### config.mk
export PLATFORM = sky130hd
export DESIGN_NAME = fetch_stage
export DESIGN_NICKNAME = d
export VERILOG_FILES = /design/src/rtl/fetch_stage.sv
export SDC_FILE = /design/constraint.sdc
export NUM_CORES = 1
export LEC_CHECK = 0
export CAP_MARGIN = 25
export CORE_MARGIN = 5
export CORE_UTILIZATION = 42
export CTS_CLUSTER_SIZE = 16
export DETAILED_ROUTE_END_ITERATION = 10
export GPL_TIMING_DRIVEN = 1
export HOLD_SLACK_MARGIN = 0.12
export PLACE_DENSITY = 0.87
export SKIP_CTS_REPAIR_TIMING = 1
export SYNTH_ARGS = -nofsm -noshare
export SYNTH_HDL_FRONTEND = slang
export SYNTH_SLANG_ARGS = --single-unit
### constraint.sdc
create_clock -name clk -period 2.1 [get_ports clk]
set_clock_uncertainty 0.1 [all_clocks]
set_input_delay 0.315 -clock clk [delete_from_list [all_inputs] [get_ports clk]]
set_output_delay 0.315 -clock clk [all_outputs]
set_load 0.02 [all_outputs]
### src/rtl/fetch_stage.sv
// LEGv8 IF stage: owns the PC, addresses the instruction ROM and registers the fetched
// word into IF/ID. Handles stall, flush and branch redirect, and halts on a bad fetch PC.
module fetch_stage #(
  parameter int N = 64,
  parameter int IW = 32,
  parameter int AW = 6,
  parameter logic [IW-1:0] NOP_WORD = 32'hd503201f
) (
  input  logic          clk,
  input  logic          reset,
  input  logic          stall,
  input  logic          flush,
  input  logic          branch_taken,
  input  logic [N-1:0]  branch_target,
  output logic [AW-1:0] imem_addr,
  input  logic [IW-1:0] imem_q,
  output logic [N-1:0]  if_id_pc,
  output logic [IW-1:0] if_id_instr,
  output logic          if_id_valid,
  output logic          fetch_fault,
  output logic          state_dbg
);

  typedef enum logic {RUN = 1'b0, HALT = 1'b1} state_t;

  state_t       state;
  logic [N-1:0] pc;
  logic         pc_bad;

  // Misaligned, or at/above the first byte past the ROM (no wrap back to 0).
  assign pc_bad    = (pc[1:0] != 2'b00) || (pc[N-1:AW+2] != '0);
  assign imem_addr = pc[AW+1:2];
  assign state_dbg = state;

  always_ff @(posedge clk or negedge reset) begin
    if (!reset) begin
      state       <= RUN;
      pc          <= '0;
      if_id_pc    <= '0;
      if_id_instr <= NOP_WORD;
      if_id_valid <= 1'b0;
      fetch_fault <= 1'b0;
    end else if (state == RUN) begin
      if (branch_taken) begin
        // The target is only checked once it has become the PC.
        pc          <= branch_target;
        if_id_instr <= NOP_WORD;
        if_id_valid <= 1'b0;
      end else if (pc_bad) begin
        state       <= HALT;
        fetch_fault <= 1'b1;
        if_id_instr <= NOP_WORD;
        if_id_valid <= 1'b0;
      end else if (flush) begin
        pc          <= pc + N'(4);
        if_id_instr <= NOP_WORD;
        if_id_valid <= 1'b0;
      end else if (!stall) begin
        pc          <= pc + N'(4);
        if_id_pc    <= pc;
        if_id_instr <= imem_q;
        if_id_valid <= 1'b1;
      end
    end
  end

endmodule

Word-level counts from Yosys, hierarchy flattened
Cells that the tools add are included.
{"block": "word_totals", "reg_bits": 163, "in_bits": 101, "output_inout_bits": 105}
{"block": "op_classes", "addsub": 1, "n_eq_ne": 3, "muxes": 15, "bitwise": 5, "n_reduce_logical": 7}
{"cell": "$mux W64", "n": 4}
{"cell": "$mux W32", "n": 4}
{"cell": "$add A64 B3 Y64 const B", "n": 1}
{"cell": "$reduce_bool A56 Y1", "n": 1}
{"cell": "$mux W1", "n": 7}
{"cell": "$reduce_and A3 Y1", "n": 2}
{"cell": "$not A1 Y1", "n": 5}
{"cell": "$reduce_and A5 Y1", "n": 1}
{"cell": "$ne A4 B1 Y1 const B", "n": 1}
{"cell": "$ne A3 B1 Y1 const B", "n": 1}
{"cell": "$ne A2 B2 Y1 const B", "n": 1}
{"cell": "$reduce_and A2 Y1", "n": 1}
{"cell": "$reduce_bool A2 Y1", "n": 1}
{"cell": "$logic_or A1 B1 Y1", "n": 1}

Longest topological paths before layout
Gate-level depths: netlist of the first run.
{"block": "logic_depth", "depth_word": 5, "depth_mapped": 7}

Least setup slack after synthesis of the first run
Ideal clock, no wire load.
{"block": "synth_path", "path_kind": "flip-flop to flip-flop", "start": "register pc[8]", "end": "register pc[3]", "setup_ns": 0.125, "arrival_ns": 1.918, "t_required_ns": 1.875, "setup_slack_ns": -0.043, "stages_incl_launch_ff": 7, "synth_period_minus_slack_ns": 2.143, "path_cell_list": "dfrtp_1 -> nor4_1 -> nand4_1 -> nor4_4 -> o21a_1 -> buf_4 -> mux2_2"}
{"block": "synth_between", "elab_chain_cells": 4}
{"element": "start, declared", "line": "27", "source": "logic [N-1:0] pc;"}
{"element": "start signal, assigned", "line": "46", "source": "pc <= branch_target;"}
{"element": "start signal, assigned", "line": "55", "source": "pc <= pc + N'(4);"}
{"element": "start signal, assigned", "line": "59", "source": "pc <= pc + N'(4);"}
{"element": "$reduce_bool A56 Y1", "line": "31", "source": "assign pc_bad = (pc[1:0] != 2'b00) || (pc[N-1:AW+2] != '0);"}
{"element": "$logic_or A1 B1 Y1", "line": "31"}
{"element": "$ne A2 B2 Y1 (no line)"}
{"element": "$reduce_and A3 Y1 (no line)"}
Every way passes these cells.
A chain may end at the register's enable or synchronous reset.

Final worst setup path of the first run
{"block": "layout_path", "start": "register pc[24]", "end": "register if_id_instr[15]"}
{"block": "layout_between", "elab_chain_cells": 4, "word_cells_on_any_way": 6, "classes_between": "eq/ne (1); mux (2); reduce/logical (3)"}
{"element": "$reduce_bool A56 Y1 (*)", "line": "31"}
{"element": "$logic_or A1 B1 Y1 (*)", "line": "31"}
{"element": "$ne A4 B1 Y1 (no line) / $mux W32 (equally long branches)"}
{"element": "$reduce_and A2 Y1 (no line) / $mux W32 (equally long branches)"}
{"element": "end signal, assigned", "line": "61", "source": "if_id_instr <= imem_q;"}
{"element": "end, declared", "line": "18", "source": "output logic [IW-1:0] if_id_instr,"}
Every way passes the cells marked *; elsewhere a longest branch is shown, timed or not.

==> results of run 1 <==
-- flip-flops by register name, indices dropped and copies added (netlist names) --
| name | flops |
|---|---|
| if_id_pc | 64 |
| pc | 64 |
| if_id_instr | 32 |
| fetch_fault | 1 |
| if_id_valid | 1 |
| state_dbg | 1 |
-- worst max-delay path by stage --
stage	depth (start not counted)	endpoint	from
global placement	7	if_id_instr[28]$_DFFE_PN1P_	pc[46]$_DFFE_PN0P_
global route	8	if_id_instr[15]$_DFFE_PN0P_	pc[37]$_DFFE_PN0P_
floorplan	6	pc[3]$_DFFE_PN0P_	pc[28]$_DFFE_PN0P_
CTS	8	if_id_instr[16]$_DFFE_PN1P_	pc[37]$_DFFE_PN0P_
detailed placement	8	if_id_instr[16]$_DFFE_PN1P_	pc[37]$_DFFE_PN0P_
finish	7	if_id_instr[15]$_DFFE_PN0P_	pc[24]$_DFFE_PN0P_
-- per-stage QoR --
| stage | cells | instance area [µm²] | worst slack (ps) | hold slack (ps) |
|---|---|---|---|---|
| finish | 1070 | 10200 | -234 | 295 |
| global route | 1070 | 10200 | -260 | 308 |
| CTS | 1059 | 9890 | -217 | -237 |
| detailed placement | 1027 | 9300 | -201 | 219 |
| global placement | 1027 | 9300 | -126 | 214 |
| floorplan | 587 | 6580 | 11.9 | -80.6 |
-- layer usage --
layer / wire length [µm] / global-route usage / share of wire / vias to the layer above
met5: 0 / 0 / 0 / -
met4: 250 / 0.0599 / 0.013 / 0
met3: 1500 / 0.0522 / 0.075 / 27
met2: 10100 / 0.350 / 0.50 / 246
met1: 8170 / 0.275 / 0.41 / 2773
li1: - / - / - / 2565
-- cell type report --
| type | instances | share of cell area |
|---|---|---|
| well taps | 211 | 0.0258 |
| clock inverters | 15 | 0.0165 |
| multi-input cells | 354 | 0.229 |
| flip-flops and latches | 163 | 0.400 |
| inverters | 28 | 0.0103 |
| repair buffers | 282 | 0.277 |
| clock buffers | 17 | 0.0415 |
-- cells in the mapped netlist, types with 2 or more instances --
master	number	share of area
a211oi_1	2	0.0023
a21oi_1	18	0.014
a22o_1	22	0.029
a22oi_1	2	0.0023
a2bb2oi_1	3	0.0040
and2_1	58	0.055
and3_1	3	0.0029
and4_1	3	0.0040
buf_2	6	0.0046
buf_4	10	0.011
buf_6	2	0.0034
clkbuf_1	23	0.013
dfrtp_1	150	0.57
dfstp_2	13	0.052
inv_1	28	0.016
mux2_2	3	0.0051
mux2_4	5	0.011
mux2i_1	2	0.0030
nand2_1	55	0.031
nand3_1	35	0.027
nand4_1	11	0.010
nand4b_1	3	0.0040
nor2_1	23	0.013
nor2b_1	3	0.0029
nor3_1	3	0.0023
nor3b_1	3	0.0034
nor4_1	16	0.015
o21ai_0	36	0.027
o22a_1	17	0.023
o22ai_1	9	0.0086
o31ai_1	3	0.0034
-- cells by family (layout without fill, tap and decap cells) --
| family | after synthesis | after routing |
|---|---|---|
| DFF | 163 | 163 |
| and+or+nand+nor | 223 | 223 |
| adders and majority gates | 1 | 1 |
| buffers and inverters | 70 | 342 |
| AOI/OAI and AO/OA | 119 | 119 |
| muxes | 11 | 11 |
-- power breakdown --
part	switching (mW)	leakage (nW)	total [mW]	internal, mW
Sequential	0.118	2.09	3.40	3.29
Clock	1.35	0.284	3.13	1.78
Combinational	0.291	2.19	0.681	0.389
Total	1.76	4.56	7.22	5.46
-- critical path, cell delays in order (launching register included) --
cell       delay, ps
dfrtp_1          400
nor4_1           330
nand4_1          220
nor4_4           440
buf_4            210
and3_4           250
clkbuf_16        160
a22o_1           160
==> out/metrics.cfg, run 1 <==
[min_path]
min_to=pc[58]$_DFFE_PN0P_
hold_path.class=in2reg
min_path_cells=4
worstHoldStart=branch_taken

[critical_path]
r2r-start=pc[24]$_DFFE_PN0P_
worstSetupPathType=reg2reg
timing.reg2reg.worst_path_depth=7
crit_fanout=5
r2r_end=if_id_instr[15]$_DFFE_PN0P_
cp.arrival_ps=2600
critPathLaunchType=flop
worst_ep_required_time_ps=2370
ff2ff_setup_slack_ps=-230
endpoint_kind=flop

[logic_synthesis]
syn_area_mm2=0.00657
ys.flop_type=dfrtp_1
synth_top_family_by_area=simple AND/OR/NAND/NOR gates
syn_avg_cell_area_um2=11.2
synth-edff-count=0
synthSimpleGateAreaFrac=0.183
postSynthCellCount=587
synth-async-reset-ratio=1.00
synth_seq_cells=163
synth_fa_ha_area_frac=0.00190
synth_compound_area_frac=0.122
muxShareOfSynthArea=0.0213
yosysUniqueCellTypes=48
ys_warn_count=0
synthesis.nets=689
yosysSeqAreaShare=0.623
synth-xor-area-share=0

[cts]
clock_latency_ps=430
htreeDepth=4
root_buffer=clkbuf_16
numCtsBuffers=17
cts_tree=built
clkTransAtPathRegs_ps=70
clock_sinks=163
clockBufferDepth=2

[finish]
area_delta_synth_final_pct=55.7
final_util=0.671
multi_input_area_mm2=0.00234
fillCellCount=1097
final_layout_size_suffix_gt1_frac=0.219
seq_area_mm2=0.00410
num_antenna_cells=0
layout_common_cells=clkdlybuf4s50_1 (203), dfrtp_1 (149), buf_4 (56)
nets=948
final_common_cell=clkdlybuf4s50_1

[pwr]
p_leak_nw=4.56
vdd_drop_max_mv=0.627
powerDensity_mw_per_mm2=705
power.total_mw=7.22

[timing]
final.setup.tns_ps=-19430
worst_slack_ps=-234
slew_violations=0
setup_viol_count_final=142
worstMarginPinSlew_ps=535
maxSlewHeadroom=0.643
period_needed_ps=2330
max_freq_mhz=428
hold_violations=0
period_share=1.11
rsz0062_at_grt=yes

[drt]
postRouteAntennaNets=0
dr.first_iter.drc_count=408
vias_per_cell=5.24
vias=5611
post-route-drc-count=0
dr.pass1.iters=6
drt-total-wl_um=20000
wl_per_cell_um=18.7

[run_status]
violations=negative setup slack
outcome=finished, violations left

[place]
dp_hpwl_um=14000
place.gp.congestion=0.910
portBuffers=205

[run]
maxCapViolCount=0

[global_route]
grt_overflow_total=0
grt_pass1_vias=5571
grt_pass1_wl_um=30000
grt_max_degree=56
track_usage=0.211
grt_antenna_before_repair=0

[floorplan]
start_util=0.431
fp.dieH_um=135
rows=45
die_w_um=135
ios=206
dieArea_mm2=0.0183
core_area_mm2=0.0153

Note: power is estimated with default switching activity, not from simulation.
==> run 2, diff against run 1 <==
--- a/config.mk
+++ b/config.mk
@@ -5,14 +5,15 @@
 export SDC_FILE = /design/constraint.sdc
 export NUM_CORES = 1
 export LEC_CHECK = 0
-export CAP_MARGIN = 25
+export CAP_MARGIN = 20
 export CORE_MARGIN = 5
-export CORE_UTILIZATION = 42
+export CORE_UTILIZATION = 53
 export CTS_CLUSTER_SIZE = 16
 export DETAILED_ROUTE_END_ITERATION = 10
+export DONT_BUFFER_PORTS = 1
 export GPL_TIMING_DRIVEN = 1
 export HOLD_SLACK_MARGIN = 0.12
-export PLACE_DENSITY = 0.87
+export PLACE_DENSITY = 0.82
 export SKIP_CTS_REPAIR_TIMING = 1
 export SYNTH_ARGS = -nofsm -noshare
 export SYNTH_HDL_FRONTEND = slang
==> out/metrics.cfg, run 2 (synthesis gave the netlist of run 1 again) <==
[place]
dp_hpwl_um=11600
portBuffers=0
place.gp.congestion=0.881
pre_cts_ws_ps=-211
dp.cells=773

[timing]
max_freq_mhz=427
slew_violations=0
maxSlewHeadroom=0.532
final.setup.tns_ps=-25420
holdWs_ps=-504
worst_slack_ps=-244
hold_violations=163
period_needed_ps=2340
period_share=1.12
setup_viol_count_final=150
worstMarginPinSlew_ps=702
rsz0062_at_grt=yes

[cts]
clock_latency_ps=410
clock_sinks=163
numCtsBuffers=17
clkTransAtPathRegs_ps=60
cts_tree=built
root_buffer=clkbuf_16
htreeDepth=4
clockBufferDepth=2

[floorplan]
ios=206
rows=40
fp.dieH_um=121
core_area_mm2=0.0121
die_w_um=121
dieArea_mm2=0.0147
start_util=0.545

[critical_path]
worstSetupPathType=reg2reg
crit_chain=nor4_1 > nand4_1 > nor4_4 > buf_6 > a31oi_1 > buf_4 > o22a_1
path_delay_family=simple AND/OR/NAND/NOR gates
critical_path_buf_inv_count=2
endpoint_kind=flop
worst_ep_required_time_ps=2330
cpPeakStageDelay_ps=460
crit_fanout=13
critPathLaunchType=flop
cp.arrival_ps=2580
crit_path_top_delay_cell=nor4_1
ff2ff_setup_slack_ps=-240

[global_route]
grt_pass1_wl_um=25700
grt_overflow_total=0
grt_antenna_before_repair=0
grt_pass1_vias=4746
track_usage=0.224
grt_max_degree=164

[finish]
num_antenna_cells=0
stdcell_count=912
final_common_cell=dfrtp_1
reg_top3=if_id_pc (64), pc (64), if_id_instr (32)
layout_common_cells=dfrtp_1 (150), dlygate4sd3_1 (94), nand2_1 (55)
area_delta_synth_final_pct=35.7
final_layout_size_suffix_gt1_frac=0.215
nets=833
fillCellCount=742

[drt]
dr.pass1.iters=5
drt-total-wl_um=20200
postRouteAntennaNets=0
vias_per_cell=5.96
vias=5431
dr.first_iter.drc_count=421
wl_per_cell_um=22.2
post-route-drc-count=0

[run_status]
violations=negative hold slack, negative setup slack
outcome=finished, violations left

[run]
maxCapViolCount=0

[pwr]
p_leak_nw=4.12
vdd_drop_max_mv=0.533
powerDensity_mw_per_mm2=791

[min_path]
hold_path.class=in2async

-- run 2: cell count changes in the layout (fill, tap and decap cells not counted), sizes merged --
cell           before  now
inv                36   29
clkbuf             20   22
dlygate4sd3         1   94
clkdlybuf4s50     203    0
buf                75   72
clkinv              2    5
-- run 2: worst reg2reg max path: cells and delay by family (launching register included) --
family	cells	cell delay, ps
and+or+nand+nor	3	1010
buffers and inverters	2	420
AOI/OAI and AO/OA	2	320
DFF	1	420
-- run 2: power breakdown --
part	internal, mW	leakage (nW)	switching [mW]
clock	1.85	0.286	1.23
combinational	0.321	1.75	0.251
sequential	3.29	2.09	0.116
total	5.46	4.12	1.60
-- run 2: cell type report --
cell class,count,area [µm²],area share
multi-input combinational,354,2280,0.255
tap,168,210,0.0236
inverter,28,105,0.0118
clock buffer,21,470,0.0527
clock inverter,11,128,0.0143
timing repair buffer,167,1640,0.183
sequential,163,4100,0.459
-- run 2: routing by layer --
layer,wire (µm),track usage,up-vias
met1,7380,0.286,2667
li1,-,-,2337
met2,10400,0.355,348
met5,0,0,-
met3,1710,0.0662,79
met4,697,0.0952,0
-- run 2: final timing paths --
kind	from	endpoint	cells past startpoint
max	pc[14]$_DFFE_PN0P_	if_id_instr[4]$_DFFE_PN1P_	7
min	reset	pc[18]$_DFFE_PN0P_	0
max reg2reg	pc[14]$_DFFE_PN0P_	if_id_instr[4]$_DFFE_PN1P_	7
min reg2reg	pc[46]$_DFFE_PN0P_	pc[46]$_DFFE_PN0P_	2
max in group asynchronous	reset	if_id_instr[31]$_DFFE_PN1P_	0
min in group clk	branch_taken	pc[2]$_DFFE_PN0P_	2
-- run 2: metrics by stage --
stage                     power (mW)  area (µm²)  hold WS, ps  utilization
after floorplan                 3.64        6580        -80.6            -
after global placement          3.77        7080        -76.9        0.587
after detailed placement        3.80        7080        -77.5        0.587
after CTS                       6.86        7670         -523        0.636
after global routing            7.31        8920         -525        0.740
final                           7.06        8920         -504        0.740
